**config.mk**
```make
export PLATFORM = sky130hd
export DESIGN_NAME = mem_port_arbiter
export DESIGN_NICKNAME = d
export VERILOG_FILES = /design/src/rtl/mem_port_arbiter_pkg.sv /design/src/rtl/mem_lane_align.sv /design/src/rtl/mem_port_arbiter.sv
export SDC_FILE = /design/constraint.sdc
export NUM_CORES = 1
export LEC_CHECK = 0
export ABC_AREA = 1
export CAP_MARGIN = 20
export CORE_MARGIN = 5
export CORE_UTILIZATION = 44
export CTS_CLUSTER_SIZE = 10
export DETAILED_ROUTE_END_ITERATION = 6
export PLACE_DENSITY = 0.83
export REMOVE_ABC_BUFFERS = 1
export SLEW_MARGIN = 0
export SYNTH_ARGS = -nofsm -noshare
export SYNTH_HDL_FRONTEND = slang
export SYNTH_SLANG_ARGS = --single-unit
```
**constraint.sdc**
```tcl
create_clock -name clk -period 2.61 [get_ports clk]
set_input_delay 0.522 -clock clk [delete_from_list [all_inputs] [get_ports clk]]
set_output_delay 0.522 -clock clk [all_outputs]
set_load 0.1 [all_outputs]
```
**src/rtl/mem_port_arbiter_pkg.sv**
```systemverilog
// Shared definitions for the unified memory port arbiter:
// FSM state codes, grant codes and RV32I load/store width codes.
package mem_port_arbiter_pkg;

    localparam logic [1:0] ST_IDLE     = 2'd0;
    localparam logic [1:0] ST_GRANT_IF = 2'd1;
    localparam logic [1:0] ST_GRANT_D  = 2'd2;
    localparam logic [1:0] ST_RESP     = 2'd3;

    localparam logic GNT_IF = 1'b0;
    localparam logic GNT_D  = 1'b1;

    localparam logic [2:0] FUNCT3_B  = 3'b000;
    localparam logic [2:0] FUNCT3_H  = 3'b001;
    localparam logic [2:0] FUNCT3_W  = 3'b010;
    localparam logic [2:0] FUNCT3_BU = 3'b100;
    localparam logic [2:0] FUNCT3_HU = 3'b101;

endpackage

```
**src/rtl/mem_lane_align.sv**
```systemverilog
// Byte-lane alignment for RV32I loads/stores (combinational).
// Ports: funct3, addr_lo (addr[1:0]), wdata (right-aligned store data),
//        rdata (raw memory word) -> be, wdata_rep (lane-replicated),
//        rdata_ext (extracted and extended load), misalign.
module mem_lane_align
    import mem_port_arbiter_pkg::*;
(
    input  logic [2:0]  funct3,
    input  logic [1:0]  addr_lo,
    input  logic [31:0] wdata,
    input  logic [31:0] rdata,
    output logic [3:0]  be,
    output logic [31:0] wdata_rep,
    output logic [31:0] rdata_ext,
    output logic        misalign
);

    logic        is_b;
    logic        is_h;
    logic        sext;
    logic [31:0] shifted;
    logic [7:0]  b_lane;
    logic [15:0] h_lane;

    // Undefined width codes fall through to word handling.
    assign is_b    = funct3[1:0] == FUNCT3_B[1:0];
    assign is_h    = funct3[1:0] == FUNCT3_H[1:0];
    assign sext    = ~funct3[2];
    assign shifted = rdata >> {addr_lo, 3'b000};
    assign b_lane  = shifted[7:0];
    assign h_lane  = addr_lo[1] ? rdata[31:16] : rdata[15:0];

    always_comb begin
        be        = 4'hF;
        wdata_rep = wdata;
        rdata_ext = rdata;
        misalign  = 1'b0;
        unique case (1'b1)
            is_b: begin
                be        = 4'b0001 << addr_lo;
                wdata_rep = {4{wdata[7:0]}};
                rdata_ext = {{24{sext & b_lane[7]}}, b_lane};
            end
            is_h: begin
                be        = addr_lo[1] ? 4'b1100 : 4'b0011;
                wdata_rep = {2{wdata[15:0]}};
                rdata_ext = {{16{sext & h_lane[15]}}, h_lane};
                misalign  = addr_lo[0];
            end
            default: begin
                misalign = addr_lo != 2'b00;
            end
        endcase
    end

endmodule

```
**src/rtl/mem_port_arbiter.sv**
```systemverilog
// Round-robin arbiter sharing one memory port between fetch and load/store.
// Ports: if_* fetch req/ack, d_* data req/ack, m_* registered memory side.
module mem_port_arbiter
    import mem_port_arbiter_pkg::*;
#(
    parameter int MAX_WAIT = 15
) (
    input  logic        clk,
    input  logic        rst,
    input  logic        if_req,
    input  logic [31:0] if_addr,
    output logic [31:0] if_rdata,
    output logic        if_ack,
    input  logic        d_req,
    input  logic        d_we,
    input  logic [2:0]  d_funct3,
    input  logic [31:0] d_addr,
    input  logic [31:0] d_wdata,
    output logic [31:0] d_rdata,
    output logic        d_ack,
    output logic        d_err,
    output logic        if_err,
    output logic        m_req,
    output logic        m_we,
    output logic [31:0] m_addr,
    output logic [3:0]  m_be,
    output logic [31:0] m_wdata,
    input  logic [31:0] m_rdata,
    input  logic        m_ack
);

    localparam logic [7:0] WAIT_LAST = 8'(MAX_WAIT - 1);

    logic [1:0]  state;
    logic        gnt;
    logic        last_gnt;
    logic [7:0]  wait_cnt;
    logic        req_q;
    logic        we_q;
    logic [31:0] addr_q;
    logic [31:0] wdata_q;
    logic [2:0]  f3_q;
    logic [31:0] rdata_q;
    logic        err_q;

    logic        idle;
    logic        pick_if;
    logic [2:0]  al_f3;
    logic [1:0]  al_lo;
    logic [3:0]  al_be;
    logic [31:0] al_wd;
    logic [31:0] al_rd;
    logic        al_mis;

    assign idle    = state == ST_IDLE;
    assign pick_if = if_req & (~d_req | (last_gnt == GNT_D));

    // In IDLE the aligner looks at the live request so misalignment
    // is known at grant time; afterwards it works on latched fields.
    assign al_f3 = idle ? d_funct3 : f3_q;
    assign al_lo = idle ? d_addr[1:0] : addr_q[1:0];

    mem_lane_align u_align (
        .funct3   (al_f3),
        .addr_lo  (al_lo),
        .wdata    (wdata_q),
        .rdata    (m_rdata),
        .be       (al_be),
        .wdata_rep(al_wd),
        .rdata_ext(al_rd),
        .misalign (al_mis)
    );

    always_ff @(posedge clk) begin
        if (rst) begin
            state    <= ST_IDLE;
            gnt      <= GNT_IF;
            last_gnt <= GNT_D;
            wait_cnt <= '0;
            req_q    <= 1'b0;
            we_q     <= 1'b0;
            addr_q   <= '0;
            wdata_q  <= '0;
            f3_q     <= '0;
            rdata_q  <= '0;
            err_q    <= 1'b0;
        end else begin
            case (state)
                ST_IDLE: begin
                    if (if_req | d_req) begin
                        wait_cnt <= '0;
                        err_q    <= 1'b0;
                        rdata_q  <= '0;
                        if (pick_if) begin
                            gnt      <= GNT_IF;
                            last_gnt <= GNT_IF;
                            addr_q   <= if_addr;
                            we_q     <= 1'b0;
                            f3_q     <= FUNCT3_W;
                            wdata_q  <= '0;
                            req_q    <= 1'b1;
                            state    <= ST_GRANT_IF;
                        end else begin
                            gnt      <= GNT_D;
                            last_gnt <= GNT_D;
                            addr_q   <= d_addr;
                            we_q     <= d_we;
                            f3_q     <= d_funct3;
                            wdata_q  <= d_wdata;
                            req_q    <= ~al_mis;
                            state    <= ST_GRANT_D;
                        end
                    end
                end
                ST_GRANT_IF, ST_GRANT_D: begin
                    if (!req_q) begin
                        // misaligned data access: never reached memory
                        err_q   <= 1'b1;
                        rdata_q <= '0;
                        state   <= ST_RESP;
                    end else if (m_ack) begin
                        req_q   <= 1'b0;
                        rdata_q <= (gnt == GNT_IF) ? m_rdata : al_rd;
                        state   <= ST_RESP;
                    end else if (wait_cnt == WAIT_LAST) begin
                        req_q   <= 1'b0;
                        err_q   <= 1'b1;
                        rdata_q <= '0;
                        state   <= ST_RESP;
                    end else begin
                        wait_cnt <= wait_cnt + 8'd1;
                    end
                end
                default: begin
                    state <= ST_IDLE;
                end
            endcase
        end
    end

    assign if_ack   = (state == ST_RESP) & (gnt == GNT_IF);
    assign d_ack    = (state == ST_RESP) & (gnt == GNT_D);
    assign if_rdata = if_ack ? rdata_q : '0;
    assign d_rdata  = d_ack ? rdata_q : '0;
    assign if_err   = if_ack & err_q;
    assign d_err    = d_ack & err_q;

    assign m_req   = req_q;
    assign m_we    = req_q & we_q;
    assign m_addr  = req_q ? {addr_q[31:2], 2'b00} : '0;
    assign m_be    = !req_q ? 4'h0 : ((gnt == GNT_IF) ? 4'hF : al_be);
    assign m_wdata = (req_q & (gnt == GNT_D)) ? al_wd : '0;

endmodule

```
# After elaboration in Yosys (flattened, before gate mapping)
# Cells that the tools add are included.
[word_totals]
ff_bits = 114
elab_cells = 99
[classes]
n_addsub = 1
eq_ne = 12
shifts = 2
n_mux = 47
bitwise = 15
reduce_logical = 11
[ops]
columns = ["cell", "count"]
rows = [
  ["2-to-1 mux 32 bit", 11],
  ["case mux 32 bit (2 select lines)", 3],
  ["2-to-1 mux 8 bit", 4],
  ["right shift 32 x 5 -> 8 bit", 1],
  ["2-to-1 mux 16 bit", 1],
  ["case mux 8 bit (2 select lines)", 1],
  ["2-to-1 mux 2 bit", 6],
  ["2-to-1 mux 4 bit", 3],
  ["2-to-1 mux 1 bit", 11],
  ["bitwise AND 1 bit", 9],
  ["adder 8 x 1 -> 8 bit (second input constant)", 1],
  ["equality test 8 x 4 -> 1 bit (second input constant)", 1],
  ["case mux 4 bit (2 select lines)", 1],
  ["2-to-1 mux 3 bit", 2],
  ["!= test 2 bit (second input constant)", 3],
  ["!= test 3 bit (second input constant)", 2],
  ["case mux 1 bit (2 select lines)", 3],
  ["AND reduction 2 bit", 3],
  ["AND reduction 5 bit", 1],
  ["equality test 2 x 1 -> 1 bit (second input constant)", 2],
  ["equality test 2 bit (second input constant)", 2],
  ["zero test 2 bit", 2],
  ["!= test 4 bit (second input constant)", 1],
  ["inverter 1 bit", 4],
  ["8 further kinds", 10],
]

# Depth between registers and ports, before layout
[logic_depth]
word_depth = 9
mapped_depth = 15
mapped_depth_nobuf = 14

# By module
# Synthesis repeated with hierarchy kept, for this count alone.
[unflattened]
hier_cells = 1259
hier_area_um2 = 7349.5
[modules_own_cells]
columns = ["module", "n_inst", "cells_each", "area_each_um2", "seq_area_each_um2"]
rows = [
  ["mem_port_arbiter", 1, 1024, 6263.5, 2282.2],
  ["mem_lane_align", 1, 235, 1086.0, 0.0],
]

# Least setup slack after synthesis
# Ideal clock, no wire load.
[synth_timing]
path_kind = "reg2out"
from = "register req_q, in the netlist m_req"
to = "output port m_wdata[20]"
arrival_time_ps = 3775
required_time_ps = 2088
slack_ps = -1687
stages_incl_launch_ff = 5
path_buffers = 2
cell_sequence = "dfxtp_1 -> clkbuf_1 -> nand2_1 -> clkbuf_1 -> a211oi_1"
[synth_between]
elab_chain_len = 2
[synth_rtl]
columns = ["element", "line_no", "source"]
rows = [
  ["start, declared", "mem_port_arbiter.sv:38", "logic req_q;"],
  ["start signal, assigned", "mem_port_arbiter.sv:110", "req_q <= ~al_mis;"],
  ["bitwise AND 1 bit", "mem_port_arbiter.sv:152", "assign m_wdata = (req_q & (gnt == GNT_D)) ? al_wd : '0;"],
  ["2-to-1 mux 32 bit", "mem_port_arbiter.sv:152", ""],
  ["end, declared", "mem_port_arbiter.sv:27", "output logic [31:0] m_wdata,"],
]
# No other way between the ends.

# Final worst setup path
[layout_timing]
from = "register state[0]"
to = "output port m_wdata[8]"
[layout_between]
elab_chain_len = 5
elab_cells_between_ends = 6
classes_between = "eq/ne (1); mux (3); reduce/logical (2)"
[layout_rtl]
columns = ["element", "line_no", "source"]
rows = [
  ["start, declared", "mem_port_arbiter.sv:34", "logic [1:0] state;"],
  ["start signal, assigned", "mem_port_arbiter.sv:76", "state <= ST_IDLE;"],
  ["start signal, assigned", "mem_port_arbiter.sv:102", "state <= ST_GRANT_IF;"],
  ["start signal, assigned", "mem_port_arbiter.sv:111", "state <= ST_GRANT_D;"],
  ["zero test 2 bit (*)", "mem_port_arbiter.sv:55", "assign idle = state == ST_IDLE;"],
  ["2-to-1 mux 3 bit (*)", "mem_port_arbiter.sv:60", "assign al_f3 = idle ? d_funct3 : f3_q;"],
  ["equality test 2 x 1 -> 1 bit / zero test 2 bit (equally long branches)", "mem_lane_align.sv:27, mem_lane_align.sv:26", ""],
  ["case mux 32 bit (2 select lines) (*)", "mem_lane_align.sv:38", "unique case (1'b1)"],
  ["2-to-1 mux 32 bit (*)", "mem_port_arbiter.sv:152", ""],
]
# Mark *: on every way between the ends. The rest lies on a longest branch, timed or not.

==> flow_summary_export.csv <==
group,metric,value,unit
cells_and_area,layout-drive-gt1-share,18.3,%
worst_setup_path,worstPathRequired,2090,ps
logic_synthesis,synth.mux.area_fraction,0,%
worst_setup_path,cp-start-kind,"register",
logic_synthesis,synth_area_per_cell,6.03,sq um
cells_and_area,fill_cells,945,
cts,clock_latency_of_the_later_clocked_register_in_the_worst_skew_pair,420,ps
floorplanning,std_cell_rows,44,
worst_setup_path,critical_path.n_buffers_inverters,4,
sta,skew,8.72,ps
global_routing,grt_overflow,0,
sta,timing.fmax,0.389,GHz
worst_setup_path,r2r_setup_slack,430,ps
cells_and_area,layout.cells.most_common,"sky130_fd_sc_hd__nand2_1",
worst_setup_path,critPathArrivalTime,2050,ps
cells_and_area,nNetsFinal,1502,
floorplanning,initial_utilization,45.2,%
logic_synthesis,ys_warn_count,0,
cts,clkTransAtPathRegs,50,ps
global_routing,track_usage,26.6,%
cells_and_area,final-seq-area,2280,sq um
sta,timing_hold_violations_final,0,
cts,cts-htree-levels,4,
floorplanning,die-area,17500,sq um
logic_synthesis,synth_top_area_share,34.6,%
cells_and_area,layout.cells.most_common_list,"sky130_fd_sc_hd__nand2_1, sky130_fd_sc_hd__inv_1, sky130_fd_sc_hd__buf_12, sky130_fd_sc_hd__clkdlybuf4s50_1, sky130_fd_sc_hd__dfxtp_1",
floorplanning,die_h,132,microns
logic_synthesis,synth_compound_area_share,14.9,%
worst_hold_path,hold_class,"reg2reg",
route,vias_after_detailed_routing,8125,
worst_setup_path,worstReg2RegStart,"state[0]",
worst_setup_path,crit_path_max_incr_delay,340,ps
sta,grt_setup_unrepaired,"yes",
cts,cts.hold.buffers_added,0,
sta,setup_violations,0,
power_and_ir_drop,p_leak,5.14,nW
sta,slew_viol_final,0,
power_and_ir_drop,p_per_area,897,nW/um^2
worst_setup_path,critical-path-top-cell-by-count,"sky130_fd_sc_hd__inv_1",
logic_synthesis,synth.area.top_cells,"sky130_fd_sc_hd__dfxtp_1, sky130_fd_sc_hd__nand2_1, sky130_fd_sc_hd__inv_1, sky130_fd_sc_hd__a21oi_1, sky130_fd_sc_hd__nor2_1",
placement,pre_cts_slack,46.5,ps
sta,finalCritPeriodShare,98.4,%
route,vias_per_cell,5.22,
worst_setup_path,critical_path_peak_fanout,7,
worst_setup_path,timing.critical_path.slowest_stage_cell,"sky130_fd_sc_hd__dfxtp_2",
cts,tritoncts_num_sinks,114,
worst_setup_path,setup.worst_path.end_class,"primary output",
logic_synthesis,post_synth_num_cell_types,34,
job,timing.max_cap.violations,0,
placement,gp_congestion,0.949,
logic_synthesis,synthAdderAreaFrac,0.950,%
floorplanning,design.core.area,14600,sq um
route,detail_route.drc_violations,0,
power_and_ir_drop,vdd_ir_drop_max,0.567,mV
route,drt_iter0_markers,755,
logic_synthesis,synth_cells,1093,
global_routing,largest_net_degree_at_the_start_of_global_routing,81,
cells_and_area,area_delta_synth_final,77.4,%
logic_synthesis,syn_area,6590,sq um
worst_setup_path,rr_endpoint,"rdata_q[14]",
cts,clockBufferDepth,2,
sta,tightest_slew,862,ps
cells_and_area,multi_input_area,3560,sq um
cts,cts_made_buffers,17,
route,firstDrtPassIters,5,
global_routing,grt_pass1_wl,38000,microns
route,detail_route_antenna_nets,0,
floorplanning,die_w,132,microns
worst_setup_path,critical_path.cell_chain,"inv_1 -> ha_4 -> nand2_1 -> o21ai_2 -> nor2_2 -> inv_1 -> buf_4 -> o21ai_1 -> nor2_1 -> buf_12",
sta,slew-limit-headroom,42.6,%
logic_synthesis,yosys_register_bits,114,
worst_hold_path,timing.hold.worst_path_depth,2,
outcome,outcome,"complete, no violations",
sta,period_needed,2570,ps
route,postRouteWirelength,24700,microns
cts,tritoncts,"done",
logic_synthesis,synth-simple-area-share,35.6,%
logic_synthesis,largest_family_of_logic_cells_by_synthesized_area,"simple AND/OR/NAND/NOR gates",
worst_hold_path,worstHoldEndpoint,"f3_q[0]",
cts,clk_root_buffer_cell,"sky130_fd_sc_hd__clkbuf_16",
cells_and_area,layout.core_utilization,80.1,%
floorplanning,floorplan.io_pins,275,
route,wl_per_cell,15.8,microns
logic_synthesis,proportion_of_synthesized_chip_area_in_sequential_cells,34.6,%
sta,final.setup.worst_slack,41.6,ps
logic_synthesis,parity_gate_share_of_the_synthesized_area_counting_xor_and_xnor_cells,0.798,%
global_routing,initial_antenna_violation_count,0,
worst_setup_path,timing.reg2reg.worst_path_depth,12,
global_routing,grt_pass1_vias,7563,
worst_setup_path,timing_worst_setup_path_type,"reg2out",
worst_setup_path,path_delay_family,"buffers and inverters",
logic_synthesis,leading_area_contributor_after_synthesis,"sky130_fd_sc_hd__dfxtp_1",
placement,place_hpwl,18100,microns
worst_hold_path,worstHoldStart,"f3_q[0]",
placement,port-buffer-count,272,
synthesized netlist by cell type, drive strengths merged:
library cell / n
a211oi: 3
dfxtp: 114
a31oi: 1
nor3: 2
buf: 19
inv: 148
nand3: 75
conb: 1
xor2: 4
nand2: 372
clkinv: 2
nor2: 121
ha: 5
o221ai: 1
o211ai: 34
clkbuf: 48
a21oi: 91
nand4: 7
o21ai: 34
a221oi: 1
o22ai: 7
xnor2: 2
nand3b: 1
sequential cells by signal (all words and copies together) (netlist names):
signal    cells
err_q         1
f3_q          3
m_req         1
gnt           1
rdata_q      32
last_gnt      1
wdata_q      32
we_q          1
wait_cnt      8
addr_q       32
state         2
per-stage QoR:
stage               TNS, ps  total power (W)  std cells  area (sq um)  hold WS (ps)
floorplan           -233790          0.00563       1027          6290           436
global route           -550           0.0110       1556         11700           482
finish                    0           0.0105       1557         11700           465
detailed placement        0          0.00777       1516         10900           456
CTS                   -2.59           0.0103       1551         11600           464
global placement          0          0.00766       1516         10900           451
cell type report:
cell class                 instances  area share [%]
timing repair buffer             313            38.1
multi-input combinational        764            30.4
sequential                       114            19.6
inverter                         150            4.84
clock buffer                      27            4.48
tap                              184            1.97
clock inverter                     4           0.600
antenna                            1          0.0214
power breakdown:
part | switching (W) | internal, W | total [W]
registers | 0.000205 | 0.00208 | 0.00228
clock network | 0.000771 | 0.00155 | 0.00232
logic | 0.00386 | 0.00202 | 0.00588
worst max-delay path by stage:
stage                      startpoint           to  cells past startpoint
final                        state[0]   m_wdata[8]                     10
after global routing         state[1]   m_wdata[8]                     10
after CTS                    state[0]      m_be[1]                      8
after detailed placement  d_funct3[1]  m_wdata[26]                      9
after global placement    d_funct3[1]  m_wdata[30]                      9
after floorplan              state[0]      f3_q[1]                      7
worst register-to-register path, stage by stage (launching register included):
cell	delay, ps
sky130_fd_sc_hd__dfxtp_2	340
sky130_fd_sc_hd__inv_1	70
sky130_fd_sc_hd__ha_4	200
sky130_fd_sc_hd__inv_4	110
sky130_fd_sc_hd__nand2_4	70
sky130_fd_sc_hd__nand2_2	150
sky130_fd_sc_hd__nand2_4	60
sky130_fd_sc_hd__buf_4	200
sky130_fd_sc_hd__nor2_4	130
sky130_fd_sc_hd__nand4_1	370
sky130_fd_sc_hd__nand3_1	190
sky130_fd_sc_hd__nand2_1	70
sky130_fd_sc_hd__a21oi_1	130
timing repair:
action                                  4_1_cts  5_1_grt
gates cloned                                  1        0
endpoints found under the setup margin       28       26
resized for setup                            13       31
pin swaps                                     3        7
buffers inserted                              3        5
per-layer routing:
layer | share of wire (%) | track usage, %
met1 | 36 | 30.3
met4 | 3.5 | 11.0
met2 | 50 | 45.8
met5 | 0 | 0
met3 | 10 | 8.47
cells by family (layout without fill, tap and decap cells):
logic type | count (synthesis) | after routing
simple gates | 578 | 579
flops | 114 | 114
fa+ha+maj | 5 | 5
buf+inv | 217 | 494
compound gates | 172 | 172
other cells | 1 | 3
xor+xnor | 6 | 6
Power figures use the tool's default switching activity.
